### src/rtl/vend_session_arbiter.sv
// Session arbiter sharing one vending_machine core between several front panels.
// A round-robin grant gives one panel the core per session. The granted panel's card and
// keypad are muxed onto the core. A session ends on a core outcome, a card pull or an
// inactivity timeout. A fixed drain gap follows, and operator reload windows are taken
// between sessions.
module vend_session_arbiter #(
  parameter int unsigned N_PANELS  = 4,
  parameter int unsigned IDX_W     = 2,
  parameter int unsigned TIMEOUT   = 15,
  parameter int unsigned DRAIN_CYC = 2
) (
  input  logic                  CLK,
  input  logic                  RESET,
  input  logic [N_PANELS-1:0]   REQ,
  input  logic [N_PANELS-1:0]   PANEL_KEY,
  input  logic [4*N_PANELS-1:0] PANEL_CODE,
  input  logic                  RELOAD_REQ,
  input  logic                  CORE_VEND,
  input  logic                  CORE_INVALID_SEL,
  input  logic                  CORE_FAILED_TRAN,
  output logic                  CORE_CARD_IN,
  output logic                  CORE_KEY_PRESS,
  output logic [3:0]            CORE_ITEM_CODE,
  output logic                  CORE_RELOAD,
  output logic [N_PANELS-1:0]   GRANT,
  output logic [IDX_W-1:0]      GRANT_IDX,
  output logic                  SESSION_DONE,
  output logic [2:0]            END_CAUSE
);

  localparam logic [7:0] TimeoutVal = 8'(TIMEOUT);
  localparam logic [2:0] DrainLast  = 3'(DRAIN_CYC - 1);

  typedef enum logic [1:0] {StIdle, StActive, StDrain, StReload} state_e;

  state_e state_q, state_d;

  logic [N_PANELS-1:0] grant_q, grant_d;
  logic [IDX_W-1:0]    grant_idx_q, grant_idx_d;
  logic [IDX_W-1:0]    ptr_q, ptr_d;
  logic [7:0]          timer_q, timer_d;
  logic                vend_seen_q, vend_seen_d;
  logic [2:0]          drain_cnt_q, drain_cnt_d;
  logic                session_done_q, session_done_d;
  logic [2:0]          end_cause_q, end_cause_d;

  logic                req_any;
  logic                found_hi, found_lo;
  logic [IDX_W-1:0]    idx_hi, idx_lo, winner_idx;
  logic                card_sel, key_sel;
  logic [3:0]          code_sel;
  logic                end_any;
  logic [2:0]          end_code;
  logic                drain_last;

  assign req_any    = |REQ;
  assign drain_last = (drain_cnt_q == DrainLast);

  // Round-robin pick: lowest requester above the pointer, else lowest requester overall (wrap).
  always_comb begin
    found_hi = 1'b0;
    found_lo = 1'b0;
    idx_hi   = '0;
    idx_lo   = '0;
    for (int i = 0; i < N_PANELS; i++) begin
      if (REQ[i] && !found_lo) begin
        found_lo = 1'b1;
        idx_lo   = IDX_W'(i);
      end
      if (REQ[i] && (i > int'(ptr_q)) && !found_hi) begin
        found_hi = 1'b1;
        idx_hi   = IDX_W'(i);
      end
    end
    winner_idx = found_hi ? idx_hi : idx_lo;
  end

  // Select the granted panel's card, key and code digit.
  always_comb begin
    card_sel = 1'b0;
    key_sel  = 1'b0;
    code_sel = '0;
    for (int i = 0; i < N_PANELS; i++) begin
      if (grant_idx_q == IDX_W'(i)) begin
        card_sel = REQ[i];
        key_sel  = PANEL_KEY[i];
        code_sel = PANEL_CODE[4*i +: 4];
      end
    end
  end

  // Session end detection; earlier branches win when several causes coincide.
  always_comb begin
    end_any  = 1'b0;
    end_code = 3'd0;
    if (state_q == StActive) begin
      end_any = 1'b1;
      if (CORE_FAILED_TRAN) begin
        end_code = 3'd2;
      end else if (CORE_INVALID_SEL) begin
        end_code = 3'd1;
      end else if (vend_seen_q && !CORE_VEND) begin
        end_code = 3'd0;
      end else if (!card_sel) begin
        end_code = 3'd3;
      end else if (timer_q == TimeoutVal) begin
        end_code = 3'd4;
      end else begin
        end_any = 1'b0;
      end
    end
  end

  // FSM state register.
  always_ff @(posedge CLK) begin
    if (RESET) begin
      state_q <= StIdle;
    end else begin
      state_q <= state_d;
    end
  end

  // FSM next-state logic; reload wins over panel requests when idle.
  always_comb begin
    state_d = state_q;
    case (state_q)
      StIdle: begin
        if (RELOAD_REQ) begin
          state_d = StReload;
        end else if (req_any) begin
          state_d = StActive;
        end
      end
      StActive: begin
        if (end_any) state_d = StDrain;
      end
      StDrain: begin
        if (drain_last) state_d = RELOAD_REQ ? StReload : StIdle;
      end
      StReload: begin
        if (!RELOAD_REQ) state_d = StIdle;
      end
      default: state_d = StIdle;
    endcase
  end

  // Session datapath next-state: grant, pointer, inactivity timer, drain counter, end report.
  always_comb begin
    grant_d        = grant_q;
    grant_idx_d    = grant_idx_q;
    ptr_d          = ptr_q;
    timer_d        = timer_q;
    vend_seen_d    = vend_seen_q;
    drain_cnt_d    = drain_cnt_q;
    session_done_d = 1'b0;
    end_cause_d    = end_cause_q;
    case (state_q)
      StIdle: begin
        if (!RELOAD_REQ && req_any) begin
          grant_d             = '0;
          grant_d[winner_idx] = 1'b1;
          grant_idx_d         = winner_idx;
          ptr_d               = winner_idx;
          timer_d             = '0;
          vend_seen_d         = 1'b0;
        end
      end
      StActive: begin
        if (end_any) begin
          session_done_d = 1'b1;
          end_cause_d    = end_code;
          grant_d        = '0;
          drain_cnt_d    = '0;
        end else begin
          if (CORE_VEND) vend_seen_d = 1'b1;
          if (key_sel || CORE_VEND) begin
            timer_d = '0;
          end else if (timer_q != TimeoutVal) begin
            timer_d = timer_q + 8'd1;
          end
        end
      end
      StDrain: begin
        drain_cnt_d = drain_cnt_q + 3'd1;
      end
      default: ;
    endcase
  end

  // Session datapath registers; the pointer resets to the last panel so panel 0 wins first.
  always_ff @(posedge CLK) begin
    if (RESET) begin
      grant_q        <= '0;
      grant_idx_q    <= '0;
      ptr_q          <= IDX_W'(N_PANELS - 1);
      timer_q        <= '0;
      vend_seen_q    <= 1'b0;
      drain_cnt_q    <= '0;
      session_done_q <= 1'b0;
      end_cause_q    <= '0;
    end else begin
      grant_q        <= grant_d;
      grant_idx_q    <= grant_idx_d;
      ptr_q          <= ptr_d;
      timer_q        <= timer_d;
      vend_seen_q    <= vend_seen_d;
      drain_cnt_q    <= drain_cnt_d;
      session_done_q <= session_done_d;
      end_cause_q    <= end_cause_d;
    end
  end

  // Core-facing outputs: live mux during a session, reload strobe in the window, else quiet.
  always_comb begin
    CORE_CARD_IN   = 1'b0;
    CORE_KEY_PRESS = 1'b0;
    CORE_ITEM_CODE = '0;
    CORE_RELOAD    = 1'b0;
    case (state_q)
      StActive: begin
        CORE_CARD_IN   = card_sel;
        CORE_KEY_PRESS = key_sel;
        CORE_ITEM_CODE = code_sel;
      end
      StReload: CORE_RELOAD = 1'b1;
      default: ;
    endcase
  end

  assign GRANT        = grant_q;
  assign GRANT_IDX    = grant_idx_q;
  assign SESSION_DONE = session_done_q;
  assign END_CAUSE    = end_cause_q;

endmodule
### config.mk
export PLATFORM = sky130hd
export DESIGN_NAME = vend_session_arbiter
export DESIGN_NICKNAME = d
export VERILOG_FILES = /design/src/rtl/vend_session_arbiter.sv
export SDC_FILE = /design/constraint.sdc
export NUM_CORES = 1
export LEC_CHECK = 0
export ABC_AREA = 1
export BUFFER_PORTS_ARGS = -buffer_cell sky130_fd_sc_hd__buf_2
export CORE_ASPECT_RATIO = 0.7
export CORE_MARGIN = 8
export CORE_UTILIZATION = 37
export CTS_CLUSTER_SIZE = 30
export DETAILED_ROUTE_END_ITERATION = 10
export GPL_ROUTABILITY_DRIVEN = 0
export GPL_TIMING_DRIVEN = 0
export HOLD_SLACK_MARGIN = 0.05
export SLEW_MARGIN = 20
export SYNTH_ARGS = -nofsm -noshare
export SYNTH_HDL_FRONTEND = slang
export SYNTH_SLANG_ARGS = --single-unit
### constraint.sdc
create_clock -name CLK -period 1.6 [get_ports CLK]
set_input_delay 0.48 -clock CLK [delete_from_list [all_inputs] [get_ports CLK]]
set_output_delay 0.48 -clock CLK [all_outputs]
set_load 0.01 [all_outputs]
# After elaboration in Yosys (flattened, before gate mapping)
# Index checks and enable logic that the tools add are counted.
dict set report word_totals {
  register_bits 26
  latch_bits 0
  ram_bits 0
  rom_bits 0
  inputBits 30
  out_inout_bits 17
  wordCells 130
  n_memories 0
}
dict set report op_classes {
  n_addsub 2
  multipliers 0
  div_mod_pow 0
  magnitude_cmp 5
  eq_ne 17
  shifts 0
  muxes 64
  bitwise 1
  n_reduce_logical 32
}
# cell n
set op_table {}
lappend op_table {{$mux 8} 4}
lappend op_table {{$mux 1} 30}
lappend op_table {{$mux 4} 7}
lappend op_table {{$mux 2} 11}
lappend op_table {{$mux 3} 6}
lappend op_table {{$pmux 8 s2} 1}
lappend op_table {{$ne 2x2->1 const B} 6}
lappend op_table {{$reduce_and 4->1} 3}
lappend op_table {{$logic_and 1x1->1} 11}
lappend op_table {{$add 8x1->8 const B} 1}
lappend op_table {{$eq 2x2->1 const B} 4}
lappend op_table {{$eq 8x4->1 const B} 1}
lappend op_table {{$ne 8x4->1 const B} 1}
lappend op_table {{$pmux 2 s4} 1}
lappend op_table {{$pmux 4 s2} 1}
lappend op_table {{$logic_not 1->1} 7}
lappend op_table {{$pmux 3 s2} 1}
lappend op_table {{$reduce_and 2->1} 3}
lappend op_table {{$eq 2x1->1 const B} 2}
lappend op_table {{$gt 2x2->1 const A} 2}
lappend op_table {{$logic_not 2->1} 2}
lappend op_table {{$reduce_bool 2->1} 2}
lappend op_table {{$reduce_or 4->1} 1}
lappend op_table {{$add 3x1->3 const B} 1}
lappend op_table {{other kinds (12)} 12}

# Longest topological paths before layout
# Gate-level depths: netlist of run 1.
dict set report logic_depth {
  depth_word 17
  depth_mapped 12
  depth_no_buf 10
}

# Worst setup path after synthesis of run 1
# OpenSTA, ideal clock, no wires.
dict set report synth_timing {
  kind {flip-flop to output port}
  from {register grant_idx_q[0] (netlist: GRANT_IDX[0])}
  to {output port CORE_KEY_PRESS}
  arrival_time_ns 1.144
  required_ns 1.120
  path_slack_ns -0.024
  path_stages_with_launch 7
  n_path_buf 0
  cell_sequence {dfxtp_1 -> inv_2 -> nor2_2 -> nand2_1 -> nand3_1 -> nor2_1 -> nor2_1}
}
dict set report synth_between {
  elab_chain_len 6
  word_cells_on_any_way 9
  classes_between {eq/ne: 3; mux: 5; reduce/logical: 1}
}
# element line
set synth_rtl {}
lappend synth_rtl {{start: declaration} 39} ;# logic [IDX_W-1:0] grant_idx_q, grant_idx_d;
lappend synth_rtl {{start signal: assignment} 203} ;# grant_idx_q <= grant_idx_d;
lappend synth_rtl {{$logic_not 2->1} 84} ;# if (grant_idx_q == IDX_W'(i)) begin
lappend synth_rtl {{$mux 1 (3 in series)} 84}
lappend synth_rtl {{$mux 1 (*)} 84}
lappend synth_rtl {{$mux 1 (*)} 219} ;# case (state_q)
lappend synth_rtl {{end: declaration} 22} ;# output logic CORE_KEY_PRESS,
# Mark *: on every way between the ends. The rest lies on a longest branch, timed or not.

# Final worst setup path of run 1
# Same ends and word-level chain as after synthesis.

==> results.md, run 1 <==
* Total Routed Length at roughly 5300 µm
* Largest net degree at the start of global routing at 16
* Core box area at ~4800 µm²
* PD cells at roughly 900 nW/µm²
* First-pass GRT wire length at ~8700 µm
* Num CTS Buffers at 3
* Worst-Skew Late Latency at about 280 ps
* Number of synthesized flops with an enable pin at 0
* Mapped Area at about 1900 µm²
* Max_slew headroom at 0.6989
* Synth Flop Type: dfxtp_1
* Initial antenna violation count at 0
* Critical R2R Launch: GRANT_IDX[0]$_SDFFE_PP0P_
* Min Clock Period, post-route at between 1500 and 2000 ps
* Met1 usage at 0.1955
* Main combinational cell family by area after synthesis: simple AND/OR/NAND/NOR gates
* Number of synthesized register bits at 26
* Hold_sp: RESET
* # diodes at 0
* Post-Synth XOR/XNOR Area at 0.009371
* Crit path launch: GRANT_IDX[0]$_SDFFE_PP0P_
* Worst Hold Slack at ~460 ps
* Post-synth net total at between 300 and 400
* RSZ-0062 raised after global routing: true
* Nets at approximately 390
* Area leader, netlist: dfxtp_1
* Vias in the first global route at 1,788
* Drt pass-1 iters at 4
* GRT Util Overall at 0.1413
* GR Util met2 at 0.2238
* Hold Buf Count CTS at 0
* Avg WL per Cell at ~13 µm
* Final count of pins violating max slew at 0
* TritonCTS clock tree: done
* Syn. warnings at 0
* Root Buffer: clkbuf_8
* Final hold violations at 0
* Die ar. at ~7600 µm²
* Longest Clk Path Bufs at 2
* Share of cells above drive strength 1 at 0.4659
* 1st-iter DRT viols at 103
* Dpl ws at -186.6 ps
* Async SR Flop Fraction at 0
* Leakage power at about 1.3 nW
* Crit end category: primary output
* Die H at 75.47 µm
* Worst Skew at 4.697 ps
* Distinct cells, synth at 34
* Synth top area share at 0.2784
* Reg2reg path depth at 13
* Final worst slack at -283.0 ps
* Hpwl dp at approximately 3800 µm
* Crit path kind: reg2out
* Register area share after synthesis at 0.2784
* Detail Route Antenna Nets at 0
* H-tree Lvls at 1
* Layer with the highest usage: met2
* Mux cell area share after synthesis at 0
* Complex-gate fraction of the synthesized area at 0.1365
* Fin cells at roughly 420
* Max VDD drop at about 0.00047 V
* Vias/cell at between 4 and 5
* Worst Path Required at approximately 1100 ps
* R2R Setup Slk at -160 ps
* Port Buf Inserts at 46
* Hold EP: vend_seen_q$_SDFFE_PP0P_
* Period utilization at 1.177
* CP max FO at 4
* Area Growth Syn to Fin at 44.38%
* Setup violators final at 26
* Synth Area in Adders at 0.02008
* Met3 Use GR at 0.03102
* Top cells by area, synth: dfxtp_1, nand2_1, inv_1
* Worst hold path type: in2reg
* Avg Cell Area, Syn at roughly 6.7 µm²
* Clock Pin Slew Worst Setup and Hold Paths at ~100 ps
* Cells after Synth at between 200 and 300
* Row count at 21
* Utilization of the core after routing at 0.5582
* Routed vias at 1,986
* Die W at just over 100 µm
* Placed Cells at ~390
* # DRC at 0
* Final Power at about 2.4 mW
* GR Overflow Total at 0
* Max-cap viol count at 0
* Initial Util at 0.3866
* Total clock sinks at 26
* R2r endpoint: GRANT[1]$_SDFFE_PP0P_
* FMAX at ~530 MHz
* Critical Path AT at between 1000 and 1500 ps
* WHS Path Cells at 2
* Synth Area in Simple Gates at 0.4357
* I/O pin cnt at 47
* CP startpoint kind: flop
* Worst-Margin Slew at 449.2 ps
* Status: finished with violations
* Failing checks: setup timing
==> per-layer routing <==
layer,part of all wire,up-vias
li1,-,1041
met3,0.045,2
met4,0.0036,0
met1,0.50,911
met2,0.45,32
met5,0,-
==> worst max path at each step <==
stage                             end  slack, ps  cells after the start
finish                 CORE_KEY_PRESS       -280                      6
global route        CORE_ITEM_CODE[0]       -380                      7
CTS                    CORE_KEY_PRESS       -290                      8
detailed placement     CORE_KEY_PRESS       -190                      6
global placement       CORE_KEY_PRESS       -210                      6
floorplan              CORE_KEY_PRESS         60                      7
==> cell type report <==
cell class / count / area (µm²)
Buffer: 5 / 48.80
Clock buffer: 3 / 41.29
Clock inverter: 1 / 30.03
Fill cell: 470 / 2136
Inverter: 41 / 166.4
Multi-Input combinational cell: 205 / 1280
Sequential cell: 26 / 531.8
Tap cell: 69 / 86.33
Timing Repair Buffer: 71 / 514.2
==> per-stage QoR <==
stage,instance area [µm²],setup TNS [ps]
2_1_floorplan,1871,0
3_3_place_gp,2187,-1610
3_5_place_dp,2187,-1838
4_1_cts,2426,-3000
5_1_grt,2699,-5705
6_report,2699,-3118
==> worst max-delay path: stages, from the launching register on <==
cell and delay [ps]:
dfxtp_4 420, buf_12 120, nand2_2 90, nor2_2 180, nor2_4 80, nor2_2 90, buf_2 130
==> cells in the mapped netlist, drive strengths merged (3+ instances only) <==
cell type  instances
nand2             78
nor2              41
inv               40
a21oi             27
dfxtp             26
nand3             21
o21ai             14
nand4              8
buf                7
nor3               7
ha                 3
==> logic make-up after synthesis <==
family / after synthesis
fa+ha+maj: 3
compound gates: 43
simple gates: 157
buf+inv: 48
flops: 26
xor+xnor: 2
==> what timing repair did <==
action / in CTS / in global routing
buffers inserted: 9 / 14
gates resized for setup: 22 / 48
cloned: 1 / 1
pin swaps: 3 / 18
endpoints found under the setup margin: 14 / 26
==> placed cells by master, fill, tap and decap left out, types with 4 or more instances in the layout <==
cell and n:
nand2_1 56, buf_2 48, inv_1 34, nor2_1 28, dfxtp_1 21, nand2_2 16
a21oi_1 14, buf_4 14, a21oi_2 12, nor2_2 9, nand3_2 9, nand3_1 9
buf_6 8, nand4_1 6, o21ai_0 6, nand2_4 5, nor2_4 4, o21ai_1 4
o21ai_2 4, nor3_2 4
==> state kept, by name, indices dropped and copies added, names as in the netlist <==
| register | flops |
|---|---|
| END_CAUSE | 3 |
| GRANT | 4 |
| GRANT_IDX | 2 |
| SESSION_DONE | 1 |
| drain_cnt_q | 3 |
| ptr_q | 2 |
| state_q | 2 |
| timer_q | 8 |
| vend_seen_q | 1 |
==> where the power goes <==
part,switching [mW],leakage (nW),total [mW],internal [mW]
Clock,0.227,0.0357,0.562,0.335
Combinational,0.567,1.05,1.05,0.478
Sequential,0.0952,0.216,0.829,0.734
No activity file was read; power rests on OpenSTA's default activity.
==> run 2, diff against run 1 <==
Settings changed: SKIP_LAST_GASP set to 1.
==> run 2 against run 1 <==
  * Sequential share of layout area is 0.90 points higher
  * The flow still finishes with violations (setup timing)
  * Register-to-register slack hardly changed
  * Final area is 4.4% lower
  * Sequential cell count stayed put
  * Final cell count is 1.4% lower
  * Power is 3.5% lower
  * Critical path depth stayed put
  * Largest power group unchanged
  * Setup slack better by 13 ps
  * Highest routed layer unchanged
  * Count of clock-buffer cells in the layout stayed put
  * Non-clock buffer count is 6 lower
==> results.md, run 2 (synthesis results as in run 1) <==
* Status: finished with violations
* Failing checks: setup timing
* Vias/cell at 4.663 (-1.2%)
* Critical R2R Launch: GRANT_IDX[1]$_SDFFE_PP0P_
* Max VDD drop at 0.0004661 V (-1.8%)
* Final hold violations at 0 (unchanged)
* Drt pass-1 iters at 4 (unchanged)
* Worst hold path type: in2reg
* Worst Path Required at 1120 ps (about the same)
* GRT Util Overall at 0.1413 (unchanged)
* Multi-input gate area at 1230 µm² (-3.9%)
* Die W at 101.0 µm (unchanged)
* Max_slew headroom at 0.6995 (about the same)
* Share of cells above drive strength 1 at 0.4104 (-0.05550)
* I/O pin cnt at 47 (unchanged)
* Dpl ws at -186.6 ps (unchanged)
* Aggregate negative setup slack at -2303 ps (+815.0 ps)
* Root Buffer: clkbuf_8
* Hold_sp: RESET
* Worst-Skew Late Latency at 280 ps (about the same)
* Row count at 21 (unchanged)
* Min Clock Period, post-route at 1870 ps (-12.83 ps)
* Max-cap viol count at 0 (unchanged)
* Port Buf Inserts at 46 (unchanged)
* FMAX at 534.7 MHz (+0.69%)
* Hold Buf Count CTS at 0 (unchanged)
* Total clock sinks at 26 (unchanged)
* Critical Path AT at 1390 ps (about the same)
* R2R Setup Slk at -170 ps (about the same)
* Core box area at 4835 µm² (unchanged)
* Period utilization at 1.169 (-0.008021)
* WHS Path Cells at 2 (unchanged)
* Largest net degree at the start of global routing at 16 (unchanged)
* Reg with most FFs: timer_q
* Final worst slack at -270.2 ps (+12.83 ps)
* Setup violators final at 19 (-27%)
* Clock Pin Slew Worst Setup and Hold Paths at 100 ps (about the same)
* 1st-iter DRT viols at 105 (+1.9%)
* Area after DPL at 2187 µm² (unchanged)
* Area Growth Syn to Fin at 38.09%
* RSZ-0062 raised after global routing: true
* Max FFs per register at 8 (unchanged)
* Worst Hold Slack at 456.6 ps (-1.108 ps)
* Initial Util at 0.3866 (unchanged)
* Avg WL per Cell at 12.43 µm (-1.7%)
* Die H at 75.47 µm (unchanged)
* Final count of pins violating max slew at 0 (unchanged)
* Total Routed Length at 5158 µm (-3.1%)
* First-pass GRT wire length at 8687 µm (about the same)
* Detail Route Antenna Nets at 0 (unchanged)
* Final Power at 2.353 mW (-3.5%)
* TritonCTS clock tree: done
* CP max FO at 4 (unchanged)
* Commonest cells after routing, fill and taps aside: nand2_1, buf_2, inv_1, nor2_1, dfxtp_1
* GR Overflow Total at 0 (unchanged)
* Initial antenna violation count at 0 (unchanged)
* Crit end category: primary output
* Worst Skew at 4.935 ps (+0.2382 ps)
* Crit path kind: reg2out
* Filler cells at 481 (+2.3%)
* # diodes at 0 (unchanged)
* Reg2reg path depth at 13 (unchanged)
* Nets at 380 (-1.6%)
* Vias in the first global route at 1,780 (-0.45%)
* Die ar. at 7619 µm² (unchanged)
* CP startpoint kind: flop
* PD cells at 911.7 nW/µm² (+0.95%)
* Worst-Margin Slew at 448.4 ps (-0.8117 ps)
* Hpwl dp at 3846 µm (unchanged)
* Commonest non-fill, non-tap cell in the layout: nand2_1
* Hold EP: vend_seen_q$_SDFFE_PP0P_
* Post-route cell area at 2581 µm² (-4.4%)
* Routed vias at 1,935 (-2.6%)
* Num CTS Buffers at 3 (unchanged)
* Leakage power at 1.257 nW (-3.1%)
* Longest Clk Path Bufs at 2 (unchanged)
* H-tree Lvls at 1 (unchanged)
* R2r endpoint: timer_q[7]$_SDFFE_PP0P_
* # DRC at 0 (unchanged)
* Sequential cell area at 531.8 µm² (unchanged)
[run 2: worst max path at each step]
stage	to	cells past startpoint	from	slack, ps
after CTS	CORE_KEY_PRESS	8	GRANT_IDX[1]$_SDFFE_PP0P_	-290
after global routing	CORE_KEY_PRESS	6	GRANT_IDX[0]$_SDFFE_PP0P_	-360
final	CORE_KEY_PRESS	6	GRANT_IDX[0]$_SDFFE_PP0P_	-270
after floorplan	CORE_KEY_PRESS	7	GRANT_IDX[1]$_SDFFE_PP0P_	60
after detailed placement	CORE_KEY_PRESS	6	PANEL_KEY[0]	-190
after global placement	CORE_KEY_PRESS	6	PANEL_KEY[0]	-210
[run 2: cell type report]
class / count / share of cell area
repair buffers: 64 / 0.1653
flip-flops and latches: 26 / 0.2060
multi-input cells: 205 / 0.4765
well taps: 69 / 0.03345
inverters: 41 / 0.06447
plain buffers: 6 / 0.02666
clock inverters: 1 / 0.01163
clock buffers: 3 / 0.01600
[run 2: per-stage QoR]
step / utilization / std cells
after floorplan: - / 279
final: 0.5339 / 415
after global routing: 0.5339 / 415
after CTS: 0.5003 / 408
after global placement: 0.4524 / 394
after detailed placement: 0.4524 / 394
[run 2: critical path, stage by stage (launching register included)]
cell and delay [ps]:
dfxtp_4 420, buf_12 120, nand2_2 90, nor2_2 180
nor2_4 90, nor2_2 90, buf_2 130
[run 2: power breakdown]
| part | total (mW) | internal, mW | switching [mW] |
|---|---|---|---|
| registers | 0.825 | 0.734 | 0.0905 |
| logic | 0.965 | 0.429 | 0.536 |
| clock network | 0.563 | 0.335 | 0.228 |
| total | 2.35 | 1.50 | 0.855 |
[run 2: what timing repair did]
action,4_1_cts,5_1_grt
endpoints found under the setup margin,14,25
gates resized for setup,20,25
pin swaps,3,16
cloned,1,1
buffers inserted,9,7
[run 2: per-layer routing]
layer | GRT usage | vias to the layer above | part of all wire | wire length (µm)
met5 | 0 | - | 0 | 0
met4 | 0.01970 | 0 | 0.0037 | 19
met3 | 0.03102 | 2 | 0.047 | 240
met2 | 0.2231 | 34 | 0.43 | 2239
met1 | 0.1961 | 870 | 0.52 | 2659
li1 | - | 1029 | - | -
